[src/rtl/pipe_hazard_tracker.sv]
`default_nettype none
// ============================================================================
// Module : pipe_hazard_tracker
// Tracks in-flight destinations after decode to drive forwarding selects,
// the load-use stall and saturating stall/flush/retire counters.
// Rev    : 1.0
// ============================================================================
module pipe_hazard_tracker #(
  parameter int ADDR_W   = 5,
  parameter int DEPTH    = 3,
  parameter int LOAD_RDY = 2,
  parameter int CNT_W    = 16,
  parameter int FW_W     = $clog2(DEPTH + 1)
) (
  input  logic              CLK,
  input  logic              RST,
  input  logic              id_valid,
  input  logic [ADDR_W-1:0] id_rs,
  input  logic [ADDR_W-1:0] id_rt,
  input  logic              id_rs_used,
  input  logic              id_rt_used,
  input  logic [ADDR_W-1:0] id_rd,
  input  logic              id_we,
  input  logic              id_load,
  input  logic              flush,
  input  logic              stall_ext,
  input  logic              clr_cnt,
  output logic              id_ready,
  output logic              stall,
  output logic [FW_W-1:0]   fwd_a,
  output logic [FW_W-1:0]   fwd_b,
  output logic [DEPTH-1:0]  stage_valid,
  output logic              wb_we,
  output logic [ADDR_W-1:0] wb_rd,
  output logic [CNT_W-1:0]  stall_cnt,
  output logic [CNT_W-1:0]  flush_cnt,
  output logic [CNT_W-1:0]  retire_cnt
);

  localparam logic [CNT_W-1:0] C_CNT_MAX = '1;

  logic [DEPTH-1:0]  valid_q, valid_d;
  logic [DEPTH-1:0]  we_q, we_d;
  logic [DEPTH-1:0]  load_q, load_d;
  logic [ADDR_W-1:0] rd_q [DEPTH];
  logic [ADDR_W-1:0] rd_d [DEPTH];
  logic [CNT_W-1:0]  stall_cnt_q, stall_cnt_d;
  logic [CNT_W-1:0]  flush_cnt_q, flush_cnt_d;
  logic [CNT_W-1:0]  retire_cnt_q, retire_cnt_d;
  logic [FW_W:0]     w_look_a, w_look_b;

  // Returns {hazard, select}; scanning oldest to youngest lets the youngest match win.
  function automatic logic [FW_W:0] lookup(input logic [ADDR_W-1:0] src, input logic used);
    logic [FW_W:0] res;
    res = '0;
    for (int i = DEPTH - 1; i >= 0; i--) begin
      if (used && (src != '0) && valid_q[i] && we_q[i] && (rd_q[i] == src))
        res = {load_q[i] && (i < LOAD_RDY), FW_W'(i + 1)};
    end
    return res;
  endfunction

  function automatic logic [CNT_W-1:0] cnt_next(input logic [CNT_W-1:0] cnt, input logic inc);
    logic [CNT_W-1:0] res;
    res = cnt;
    if (clr_cnt)
      res = '0;
    else if (inc && (cnt != C_CNT_MAX))
      res = cnt + CNT_W'(1);
    return res;
  endfunction

  always_comb begin
    w_look_a    = lookup(id_rs, id_rs_used);
    w_look_b    = lookup(id_rt, id_rt_used);
    fwd_a       = w_look_a[FW_W-1:0];
    fwd_b       = w_look_b[FW_W-1:0];
    stall       = id_valid && !flush && (w_look_a[FW_W] || w_look_b[FW_W]);
    id_ready    = id_valid && !stall && !stall_ext && !flush;
    stage_valid = valid_q;
    wb_we       = valid_q[DEPTH-1] && we_q[DEPTH-1];
    wb_rd       = rd_q[DEPTH-1];
    stall_cnt   = stall_cnt_q;
    flush_cnt   = flush_cnt_q;
    retire_cnt  = retire_cnt_q;
  end

  always_comb begin
    valid_d = valid_q;
    we_d    = we_q;
    load_d  = load_q;
    rd_d    = rd_q;
    if (!stall_ext) begin
      for (int i = DEPTH - 1; i >= 1; i--) begin
        valid_d[i] = valid_q[i-1];
        we_d[i]    = we_q[i-1];
        load_d[i]  = load_q[i-1];
        rd_d[i]    = rd_q[i-1];
      end
      // Anything not accepted this cycle enters as an all-zero bubble.
      valid_d[0] = id_ready;
      we_d[0]    = id_ready && id_we && (id_rd != '0);
      load_d[0]  = id_ready && id_load;
      rd_d[0]    = id_ready ? id_rd : '0;
    end
    stall_cnt_d  = cnt_next(stall_cnt_q,  stall && !stall_ext);
    flush_cnt_d  = cnt_next(flush_cnt_q,  flush && id_valid && !stall_ext);
    retire_cnt_d = cnt_next(retire_cnt_q, valid_q[DEPTH-1] && !stall_ext);
  end

  always_ff @(posedge CLK or posedge RST) begin
    if (RST) begin
      valid_q      <= '0;
      we_q         <= '0;
      load_q       <= '0;
      for (int i = 0; i < DEPTH; i++) rd_q[i] <= '0;
      stall_cnt_q  <= '0;
      flush_cnt_q  <= '0;
      retire_cnt_q <= '0;
    end else begin
      valid_q      <= valid_d;
      we_q         <= we_d;
      load_q       <= load_d;
      for (int i = 0; i < DEPTH; i++) rd_q[i] <= rd_d[i];
      stall_cnt_q  <= stall_cnt_d;
      flush_cnt_q  <= flush_cnt_d;
      retire_cnt_q <= retire_cnt_d;
    end
  end

endmodule
`default_nettype wire

[config.mk]
export PLATFORM = sky130hd
export DESIGN_NAME = pipe_hazard_tracker
export DESIGN_NICKNAME = d
export VERILOG_FILES = /design/src/rtl/pipe_hazard_tracker.sv
export SDC_FILE = /design/constraint.sdc
export NUM_CORES = 1
export LEC_CHECK = 0
export BUFFER_PORTS_ARGS = -buffer_cell sky130_fd_sc_hd__buf_2
export CAP_MARGIN = 20
export CELL_PAD_IN_SITES_DETAIL_PLACEMENT = 0
export CELL_PAD_IN_SITES_GLOBAL_PLACEMENT = 1
export CORE_ASPECT_RATIO = 0.9
export CORE_UTILIZATION = 30
export CTS_CLUSTER_DIAMETER = 150
export DETAILED_ROUTE_END_ITERATION = 10
export HOLD_SLACK_MARGIN = 0.12
export PLACE_DENSITY = 0.65
export SLEW_MARGIN = 0
export SYNTH_ARGS = -nofsm -noshare
export SYNTH_HDL_FRONTEND = slang
export SYNTH_SLANG_ARGS = --single-unit
[constraint.sdc]
create_clock -name CLK -period 7 [get_ports CLK]
set_clock_uncertainty 0.2 [all_clocks]
set_input_delay 1.4 -clock CLK [delete_from_list [all_inputs] [get_ports CLK]]
set_output_delay 1.4 -clock CLK [all_outputs]
set_load 0.05 [all_outputs]
Yosys cells after proc, flatten, opt, wreduce, memory -nomap -nowiden
Cells that the tools add are included.
- add/subtract/negate cells: 3
- multiply operators: 0
- div/mod/pow operators: 0
- order comparisons: 0
- equality and inequality tests: 9
- shift-type cells: 0
- mux-type cells: 13
- bitwise gates (word level): 0
- reductions and logical operators: 46
- operator list (cell ; number):
    16-bit two-way mux ; 6
    16-bit by 1-bit adder with 16-bit output, second input constant ; 3
    16-bit inequality test, second input constant ; 3
    1-bit logical AND ; 36
    5-bit equality test ; 6
    5-bit nonzero test ; 3
    3-bit two-way mux ; 4
    2-bit nonzero test ; 3
    5-bit two-way mux ; 1
    2-bit two-way mux ; 2
    1-bit logical NOT ; 3
    1-bit logical OR ; 1
- bits in registers: 71
- latch bits: 0
- RAM bits: 0
- ROM bits: 0
- bits of input ports: 25
- output and inout bits: 63
- memories kept: 0

Depth between registers and ports, before layout
- depth in word-level cells: 16
- mapped depth: 9
- mapped depth without buffers: 8

Worst setup path before layout
OpenSTA, ideal clock, no wires.
- kind: input port to output port
- start: input id_rs[1]
- end: output stall
- arrival: 3.622 ns
- required time: 5.400 ns
- path slack: 1.778 ns
- cell stages on the path: 6
- buffers on the path: 0
- cell sequence: or4_1 o21ai_2 nor3_2 o22ai_4 a21boi_1 nor3b_1
- cells in the longest elaborated chain, start to end: 9
- elaborated cells on any way between the ends: 14
- those cells by class: 2 x eq/ne; 2 x mux; 10 x reduce/logical
- RTL lines (what ; line ; source):
    start: declaration ; 18 ; input logic [ADDR_W-1:0] id_rs,
    5-bit nonzero test ; 57 ; if (used && (src != '0) && valid_q[i] && we_q[i] && (rd_q[i] == src))
    1-bit logical AND (4 in series) ; 57 ;
    3-bit two-way mux ; 57 ;
    3-bit two-way mux (*) ; 57 ;
    1-bit logical OR (*) ; 78 ; stall = id_valid && !flush && (w_look_a[FW_W] || w_look_b[FW_W]);
    1-bit logical AND (*) ; 78 ;
    end: declaration ; 29 ; output logic stall,
Mark *: on every way between the ends. The rest lies on a longest branch, timed or not.

Final worst setup path
- start: input id_rt[1]
- end: output id_ready
- cells in the longest elaborated chain, start to end: 13
- elaborated cells on any way between the ends: 18
- those cells by class: 2 x eq/ne; 2 x mux; 14 x reduce/logical
- RTL lines (what ; line ; source):
    start: declaration ; 19 ; input logic [ADDR_W-1:0] id_rt,
    5-bit nonzero test ; 57 ;
    1-bit logical AND (4 in series) ; 57 ;
    3-bit two-way mux ; 57 ;
    3-bit two-way mux (*) ; 57 ;
    1-bit logical OR (*) ; 78 ;
    1-bit logical AND (*) ; 78 ;
    1-bit logical NOT (*) ; 79 ; id_ready = id_valid && !stall && !stall_ext && !flush;
    1-bit logical AND (*) (3 in series) ; 79 ;
    end: declaration ; 28 ; output logic id_ready,
Marks and branches as above.

==> results.cfg <==
[synthesis]
synth_ff_type = dfrtp_1
synthTopCellsByArea = dfrtp_1 (47%), xnor2_1 (9.0%), mux2_2 (4.7%)
syn_avg_cell_area_um2 = 9.92
yosys.area.top_type = dfrtp_1
async_reset_ff_share_pct = 100
yosys_warnings = 0
netlist.area_leader.share_pct = 46.6
ys_types = 42
ys_ff_latch = 71
synth_nets = 412
syn-cell-area_um2 = 3810
seq_area_frac_synth_pct = 46.6
synth_edf_count = 0
synthCells = 384

[setup_path]
reg2reg_from = stall_cnt[0]
path_class = in -> out
crit_path_start = id_rt[1]
cp-endpoint = id_ready
r2r_setup_slack_ps = 4240
worstPathCellList = buf_2, or4_1, o21ai_1, nor3_2, o21ai_1, a21boi_1, and2_1, buf_2
worst_ep_required_time_ps = 5400
max_stage_delay_ps = 530
crit_slowest_cell = or4_1
r2r_end = stall_cnt[12]
arrival_ps = 3570
path_max_fanout = 9
start_kind = input port
endpoint_kind = primary output
rr_worst_depth = 8

[finish]
n_antenna_cell = 0
layout-drive-gt1-share_pct = 26.7
area_growth_pct = 22.9
multi_input_area_um2 = 1910
regArea_um2 = 1780
layout.nets = 496
fillers = 1219
finish.utilization_pct = 38.3

[timing]
fin_tns_setup_ps = 0
relSlewSlack_pct = 36.4
fmax_mhz = 193
fin_crit_sh_pct = 73.9
finalSetupViolCount = 0
period_minus_slack_ps = 5170
rsz0062_at_grt = false
max_slew.worst_pin.slew_ps = 954
finalMaxSlewViolations = 0
finalHoldViolCount = 0

[clock_tree]
h-tree-depth = 3
post_cts_buffers = 0
clk_path_buf_depth = 2
tritoncts = built
cts_resized = 0
ctsHoldBuffers = 0
clock_latency_ps = 330
cts.sinks = 71
clk_pin_slew_ps = 60
cts_buffers = 9
cts_root_buf = clkbuf_16

[route]
drc = 0
via_count = 3154
drt_iter0_markers = 123
avgRoutedWirePerCell_um = 15.4
dr.pass1.iters = 6
routed_wl_um = 9710
ant_nets = 0
avgViaCountPerCell = 4.99

[power_and_ir_drop]
power_mw = 1.03
ir_drop_mv = 0.126
swShare_pct = 24.2
clkPwrFrac_pct = 47.5
p_sw_uw = 248
p_leak_nw = 2.15
p_int_uw = 777
power_density_nw_per_um2 = 219
p_comb_share_pct = 9.6
pwr-share-seq_pct = 42.9

[run]
cap_violations = 0

[global_route]
overflow = 0
antenna_found_initial = 0
grt_pass1_vias = 2953
busiest_layer = met2
grt_pass1_wl_um = 15500
grt_max_degree = 72
grtUsageMet3_pct = 4.76
met1_usage_pct = 21.3
grt.met2_usage_pct = 22.5
grt_usage_pct = 15.3

[min_path]
hold_class = reg -> reg

[floorplanning]
die_w_um = 121
core_um2 = 12200
fp.dieArea_um2 = 13200
start_util_pct = 31.2
ios = 88
die-height_um = 109
rows = 38

[status]
status = finished clean

[place]
hpwl_um = 6790
io_buffers = 87
globalplace.congestion = 0.908
==> final cells by class <==
| class | count | share of cell area (%) |
|---|---|---|
| sequential | 71 | 37.9 |
| timing repair buffer | 89 | 9.61 |
| clock inverter | 4 | 1.50 |
| inverter | 10 | 0.801 |
| tap | 160 | 4.27 |
| multi-input combinational | 287 | 40.7 |
| clock buffer | 11 | 5.18 |
==> synthesized netlist by cell type (6+ instances only) <==
master / number
a21oi_1: 24
a22o_1: 6
and4_1: 6
clkbuf_1: 8
dfrtp_1: 71
inv_1: 10
mux2_2: 16
nand2_1: 20
nand3_1: 21
nand4_1: 16
nor2_1: 36
o21ai_0: 17
or3_1: 21
or4_1: 7
xnor2_1: 39
xor2_1: 14
==> cells in the final DEF (no fill, tap or decap), drive strengths merged, types with 2 or more instances in the layout <==
| cell | count |
|---|---|
| buf | 89 |
| dfrtp | 71 |
| xnor2 | 39 |
| nor2 | 36 |
| a21oi | 24 |
| o21ai | 22 |
| nand3 | 21 |
| or3 | 21 |
| nand2 | 20 |
| nand4 | 16 |
| mux2 | 16 |
| xor2 | 14 |
| clkbuf | 11 |
| inv | 10 |
| or4 | 7 |
| and4 | 6 |
| a22o | 6 |
| and3 | 5 |
| nor3 | 5 |
| nor4 | 3 |
| o31ai | 3 |
| a21o | 3 |
| ha | 3 |
| nor3b | 2 |
| nand2b | 2 |
| mux2i | 2 |
| clkinv | 2 |
| bufinv | 2 |
| a31oi | 2 |
==> metrics by stage <==
stage	setup WS [ps]	hold WS (ps)	area [um^2]	instances
2_1_floorplan	1780	279	3810	384
3_3_place_gp	1890	287	4370	616
3_5_place_dp	1830	295	4370	616
4_1_cts	1830	308	4680	631
5_1_grt	1690	325	4690	632
6_report	1830	305	4690	632
==> logic make-up after synthesis <==
family | synth area share [%]
and+or+nand+nor | 20.6
DFF | 46.6
AOI/OAI and AO/OA | 11.1
xor gates and xnor gates | 12.2
buffers and inverters | 3.32
muxes | 5.25
adders and majority gates | 0.985
==> registers in the layout (all words and copies together) (netlist names) <==
register and flops:
flush_cnt 16, retire_cnt 16, we_q 3, wb_rd 5, load_q 2, rd_q 10
stall_cnt 16, stage_valid 3
==> power groups by stage <==
stage	combinational (mW)	sequential, mW	clock, mW
6_report	0.0987	0.440	0.487
3_3_place_gp	0.0988	0.446	0
4_1_cts	0.100	0.439	0.502
5_1_grt	0.107	0.441	0.521
3_5_place_dp	0.0999	0.446	0
2_1_floorplan	0.0650	0.451	0
==> per-layer routing <==
layer | part of all wire (%) | routed length (um)
met1 | 49 | 4800
met3 | 4.5 | 435
met4 | 1.0 | 98
met2 | 45 | 4380
met5 | 0 | 0
==> how the worst min path moves through the flow <==
| stage | start | endpoint | slack (ps) | depth (start not counted) |
|---|---|---|---|---|
| 3_3_place_gp | we_q[2] | we_q[2] | 290 | 1 |
| 3_5_place_dp | we_q[2] | we_q[2] | 290 | 1 |
| 4_1_cts | we_q[2] | we_q[2] | 310 | 1 |
| 5_1_grt | we_q[2] | we_q[2] | 330 | 1 |
| 6_report | we_q[2] | we_q[2] | 310 | 1 |
| 2_1_floorplan | we_q[2] | we_q[2] | 280 | 1 |
==> worst max-delay path: cells and delay by family <==
family,cells,cell delay (ps)
AOI/OAI and AO/OA,3,710
buffers and inverters,2,460
and+or+nand+nor,3,1000
(Power assumes the default switching activity.)
